`src/rtl/mem_arbiter.sv`:
```
// Two-requester arbiter in front of a single-port synchronous SRAM.
// Data side wins by default; a fetch request that has been denied for
// STARVE_LIMIT consecutive cycles wins over data for one cycle.
module mem_arbiter #(
    parameter int STARVE_LIMIT = 3
) (
    input  logic        clk,
    input  logic        rst,
    // fetch side (read-only)
    input  logic        inst_req,
    input  logic [31:0] inst_addr,
    output logic        inst_gnt,
    output logic        inst_rvalid,
    output logic [31:0] inst_rdata,
    // load/store side
    input  logic        data_req,
    input  logic [3:0]  data_wen,
    input  logic [31:0] data_addr,
    input  logic [31:0] data_wdata,
    output logic        data_gnt,
    output logic        data_rvalid,
    output logic [31:0] data_rdata,
    // shared SRAM
    output logic        mem_en,
    output logic [3:0]  mem_wen,
    output logic [31:0] mem_addr,
    output logic [31:0] mem_wdata,
    input  logic [31:0] mem_rdata,
    output logic        stallreq
);

    typedef enum logic [1:0] {
        OWN_NONE = 2'd0,
        OWN_INST = 2'd1,
        OWN_DRD  = 2'd2,
        OWN_DWR  = 2'd3
    } owner_e;

    localparam logic [1:0] LIMIT = 2'(STARVE_LIMIT);

    owner_e      owner_q, owner_d;
    logic [1:0]  starve_q, starve_d;
    logic [31:0] inst_hold_q, inst_hold_d;
    logic [31:0] data_hold_q, data_hold_d;
    logic        inst_pri;

    // Grant decision and SRAM request mux; everything is held low in reset.
    always_comb begin
        inst_pri  = inst_req && (starve_q >= LIMIT);
        inst_gnt  = !rst && inst_req && (inst_pri || !data_req);
        data_gnt  = !rst && data_req && !inst_pri;
        mem_en    = inst_gnt || data_gnt;
        mem_wen   = 4'd0;
        mem_addr  = 32'd0;
        mem_wdata = 32'd0;
        if (inst_gnt) begin
            mem_addr = inst_addr;
        end else if (data_gnt) begin
            mem_addr  = data_addr;
            mem_wen   = data_wen;
            mem_wdata = data_wdata;
        end
        stallreq = !rst && ((inst_req && !inst_gnt) || (data_req && !data_gnt));
    end

    // Read return path: live SRAM data on the rvalid cycle, held copy otherwise.
    always_comb begin
        inst_rvalid = (owner_q == OWN_INST);
        data_rvalid = (owner_q == OWN_DRD);
        inst_rdata  = inst_rvalid ? mem_rdata : inst_hold_q;
        data_rdata  = data_rvalid ? mem_rdata : data_hold_q;
        inst_hold_d = inst_rdata;
        data_hold_d = data_rdata;
    end

    // Next owner and starve count from this cycle's grant.
    always_comb begin
        owner_d = OWN_NONE;
        if (inst_gnt)      owner_d = OWN_INST;
        else if (data_gnt) owner_d = (data_wen == 4'd0) ? OWN_DRD : OWN_DWR;
        starve_d = 2'd0;
        if (inst_req && !inst_gnt)
            starve_d = (starve_q == 2'd3) ? 2'd3 : starve_q + 2'd1;
    end

    // State registers; reset drops any read in flight.
    always_ff @(posedge clk or posedge rst) begin
        if (rst) begin
            owner_q     <= OWN_NONE;
            starve_q    <= 2'd0;
            inst_hold_q <= 32'd0;
            data_hold_q <= 32'd0;
        end else begin
            owner_q     <= owner_d;
            starve_q    <= starve_d;
            inst_hold_q <= inst_hold_d;
            data_hold_q <= data_hold_d;
        end
    end

endmodule

```
`config.mk`:
```
export PLATFORM = sky130hd
export DESIGN_NAME = mem_arbiter
export DESIGN_NICKNAME = d
export VERILOG_FILES = /design/src/rtl/mem_arbiter.sv
export SDC_FILE = /design/constraint.sdc
export NUM_CORES = 1
export LEC_CHECK = 0
export CAP_MARGIN = 20
export CORE_AREA = 2 2 105 107
export DETAILED_ROUTE_END_ITERATION = 6
export DIE_AREA = 0 0 107 109
export PLACE_DENSITY = 0.9
export SYNTH_ARGS = -nofsm -noshare
export SYNTH_HDL_FRONTEND = slang
export SYNTH_SLANG_ARGS = --single-unit
```
`constraint.sdc`:
```
create_clock -name clk -period 5.3 [get_ports clk]
set_clock_uncertainty 0.2 [all_clocks]
set_input_delay 1.325 -clock clk [delete_from_list [all_inputs] [get_ports clk]]
set_output_delay 1.325 -clock clk [all_outputs]
set_load 0.02 [all_outputs]
```
Word-level counts from Yosys, hierarchy flattened
Cells that the tools add are included.

Add/subtract/negate cells: 1. Equal/unequal tests: 3. Reduce and logical (&&, ||, !) cells: 17. Multiplexer cells: 13. Order comparisons: 1.

Operator list (number): 32-bit two-way mux (6); 1-bit logical AND (8); 2-bit two-way mux (4); 4-bit two-way mux (2); 1-bit zero test (5); 2-bit equality test (second input constant) (2); 4-bit zero test (1); 1-bit logical OR (3); 2-bit by 1-bit adder with 2-bit output (second input constant) (1); 2-bit by 1-bit equality test with 1-bit output (second input constant) (1); 2-bit >= comparator (second input constant) (1); 1-bit two-way mux (1).

Register bits after elaboration: 68. Word-level logic and storage cells: 39. Bits of input ports: 136.

Longest topological paths before layout
Gate-level depths: netlist (run 1).

Word-level depth: 8. Depth in mapped cells: 4. Mapped depth without buffers: 3.

Least setup slack after synthesis (run 1)
No wires, ideal clock.

Kind: input to output. Start: in rst. End: out mem_wdata[10]. Arrival time: 2.254 ns. Stages on the path: 3. Setup slack: 1.521 ns. Buffers on the path: 1. Cell sequence: a311oi_4 > buf_6 > and2_1.

Cells in the longest elaborated chain, start to end: 5. Elaborated cells between the ends (all ways): 7. Classes of those cells: mux (2); reduce/logical (5).

Ends and longest elaborated chain: start, declared (RTL line 8) `input logic rst,`; 1-bit zero test (no source line); 1-bit logical AND (2 in a row) (RTL line 51) `data_gnt = !rst && data_req && !inst_pri;`; net data_gnt (RTL line 20) `output logic data_gnt,`; 32-bit two-way mux (RTL line 58) `end else if (data_gnt) begin`; 32-bit two-way mux (RTL line 56) `if (inst_gnt) begin`; end, declared (RTL line 27) `output logic [31:0] mem_wdata,`.

The timed path passes the listed nets, and every way through them passes these cells.

Worst setup path after layout (run 1)
Start: in rst. End: out mem_addr[16].

Cells in the longest elaborated chain, start to end: 5. Elaborated cells between the ends (all ways): 7. Classes of those cells: mux (2); reduce/logical (5).

Ends and longest elaborated chain: 1-bit zero test (no source line) (*); 1-bit logical AND (2 in a row) (RTL line 51); 32-bit two-way mux (RTL line 58); 32-bit two-way mux (*) (RTL line 56); end, declared (RTL line 26) `output logic [31:0] mem_addr,`.

Mark *: on every way between the ends. The rest lies on a longest branch, timed or not.

==> results of run 1 <==
## cell usage after synthesis, drive strengths merged
cell    count
nor2        2
mux2       64
a22o       32
or2         1
and2       36
a311oi      2
a21o        1
nand2       1
dfrtp      68
nor2b       2
nand2b      2
inv         3
a21oi       1
or4         1
clkbuf      2
nor3b       2
buf        16
## final cells by class
cell class | count | area, sq um | area share
repair buffers | 278 | 2770 | 0.446
flip-flops and latches | 68 | 1700 | 0.274
multi-input cells | 147 | 1350 | 0.217
well taps | 140 | 175 | 0.0282
clock buffers | 9 | 124 | 0.0200
clock inverters | 7 | 75.1 | 0.0121
inverters | 3 | 11.3 | 0.00181
## metrics by stage
| step | instance area, sq um | hold slack, ns |
|---|---|---|
| finish | 6210 | 0.297 |
| global route | 6210 | 0.312 |
| CTS | 6190 | 0.302 |
| detailed placement | 5990 | 0.281 |
| global placement | 5990 | 0.278 |
| floorplan | 3190 | 0.347 |
## worst max-delay path, cell delays in order
cell             delay (ns)
clkdlybuf4s50_1        0.50
nand2b_1               0.21
a21oi_2                0.12
buf_4                  0.35
a22o_1                 0.21
clkdlybuf4s50_1        0.63
## report_power, final
group          switching, W  internal, W
logic              0.000364     0.000420
clock network      0.000203     0.000219
registers         0.0000271     0.000623
## cell usage in the layout (no fill, tap or decap)
| cell | synthesis | layout |
|---|---|---|
| nor2b_1 | 2 | 1 |
| clkinv_4 | 0 | 1 |
| inv_2 | 1 | 2 |
| buf_12 | 0 | 2 |
| nor3b_1 | 2 | 2 |
| nor2_1 | 2 | 2 |
| clkbuf_8 | 0 | 9 |
| buf_4 | 3 | 13 |
| nand2b_1 | 2 | 2 |
| a21oi_2 | 1 | 1 |
| nor2b_4 | 0 | 1 |
| dfrtp_1 | 68 | 68 |
| a311oi_4 | 1 | 1 |
| or4_1 | 1 | 1 |
| or2_2 | 1 | 1 |
| mux2_2 | 64 | 64 |
| inv_6 | 0 | 1 |
| a21o_1 | 1 | 1 |
| and2_1 | 36 | 36 |
| nand2_1 | 1 | 1 |
| a22o_1 | 32 | 32 |
| clkdlybuf4s50_1 | 0 | 263 |
| bufinv_16 | 0 | 1 |
| clkinvlp_4 | 0 | 3 |
| a311oi_1 | 1 | 1 |
| clkinv_2 | 0 | 1 |
| inv_1 | 2 | 1 |
## per-layer routing
layer / vias up / wire (um)
li1: 1381 / -
met1: 1478 / 4490
met2: 158 / 6780
met3: 20 / 910
met4: 0 / 446
met5: - / 0
## path summary, 6_finish.rpt
check	start	to	slack [ns]	depth (start not counted)
max reg2reg	owner_q[0]	data_hold_q[26]	3.31	2
max in group asynchronous	rst	inst_hold_q[4]	2.85	4
min in group asynchronous	rst	data_hold_q[19]	1.22	2
min reg2reg	data_hold_q[20]	data_hold_q[20]	0.30	1
min	data_hold_q[20]	data_hold_q[20]	0.30	1
max	rst	mem_addr[16]	0.41	6
## kinds of logic after synthesis
family,synth area share
flops,0.533
mux,0.226
simple gates,0.0909
buf+inv,0.0470
compound gates,0.104
## state kept, by name (all words and copies together), names as in the netlist
name and count:
data_hold_q 32, owner_q 2, inst_hold_q 32, starve_q 2
==> impl_metrics.toml, run 1 <==
[synthesis]
synth.area.top_cells = "dfrtp_1 (53%), mux2_2 (23%), a22o_1 (8.8%), and2_1 (7.1%), buf_6 (2.5%)"
synth_cell_types = 21
synth_cells = 236
yosysSeqAreaShare = 0.533
synth_top_area_cell = "dfrtp_1"
yosys.area.top_type_share = 0.533
netlist_area_sq_um = 3190
ys_seq_elements = 68
avgSynthCellArea_sq_um = 13.5
yosysWarnings = 0
syn-num-nets = 372

[worst_setup_path]
worstSetupEndpointType = "primary output"
critPathArrivalTime_ns = 3.36
required_ns = 3.77
cp_max_fo = 37
start_kind = "primary input"
path_class = "in -> out"

[placement]
place_ws_ns = 0.418
dp_hpwl_um = 10500
gp_congestion = 1.03
portBuffers = 273
dp.cells = 635

[clock_network]
cts_resized = 0
cts_max_level = 3
root_buffer = "clkbuf_8"
cts_buffers = 9
cts_hold_buf = 0
postCtsSetupBuffers = 0
clkSlewWorstSetupHoldPaths_ns = 0.08
cts_tree = "done"
clkSinkCount = 68
clock_latency_ns = 0.32
clk_path_buf_depth = 2

[global_routing]
grt_max_degree = 72
met2_usage = 0.393
met3_usage = 0.0616
grt_pass1_wl_um = 18100
grt.total_usage = 0.211
antenna_found_initial = 0
grt_util_met1 = 0.219
grt_pass1_vias = 3188
grt_overflow = 0
grt-busiest-layer = "met2"

[power_and_ir_drop]
powerDensity_nw_per_um2 = 299
ir_drop_uv = 193
power_w = 0.00186
leakage_nw = 2.51

[cells_and_area]
drive_gt1_frac = 0.197
nNetsFinal = 643
fin_cells = 652
nFillCells = 859
area_growth_pct = 94.3
antenna_cells = 0
post-route-util = 0.585

[drt]
ant_nets = 0
drtPass1Iterations = 4
drcViolationCount = 0
vias = 3037
first_iter_violations = 102
post_drt_wl_per_cell_um = 19.4
via_per_inst = 4.66
routed_wl_um = 12600

[timing]
worstMarginPinSlew_ns = 1.02
fin_ws_ns = 0.410
rsz0062_at_grt = "false"
setup_tns_ns = 0
hold_viol = 0
max_freq_ghz = 0.204
setup_violations = 0
post-route-min-period_ns = 4.89
slew_headroom = 0.318
slew_viol_final = 0
fin_crit_sh = 0.923

[floorplanning]
die_w_um = 107
fp-row-count = 38
die_y_um = 109
dieArea_sq_um = 11700
core_area_sq_um = 10600
initial_core_util = 0.301
io-pin-count = 274

[hold_path]
min_path_type = "reg -> reg"

[outcome]
status = "complete, no violations"

[run]
max-cap-violations = 0
(Power assumes the default switching activity.)
==> run 2, diff against run 1 <==
Settings changed: SKIP_CTS_REPAIR_TIMING set to 1.
==> results of run 2 <==
Final layout, timing and power as in run 1 (identical DEF).
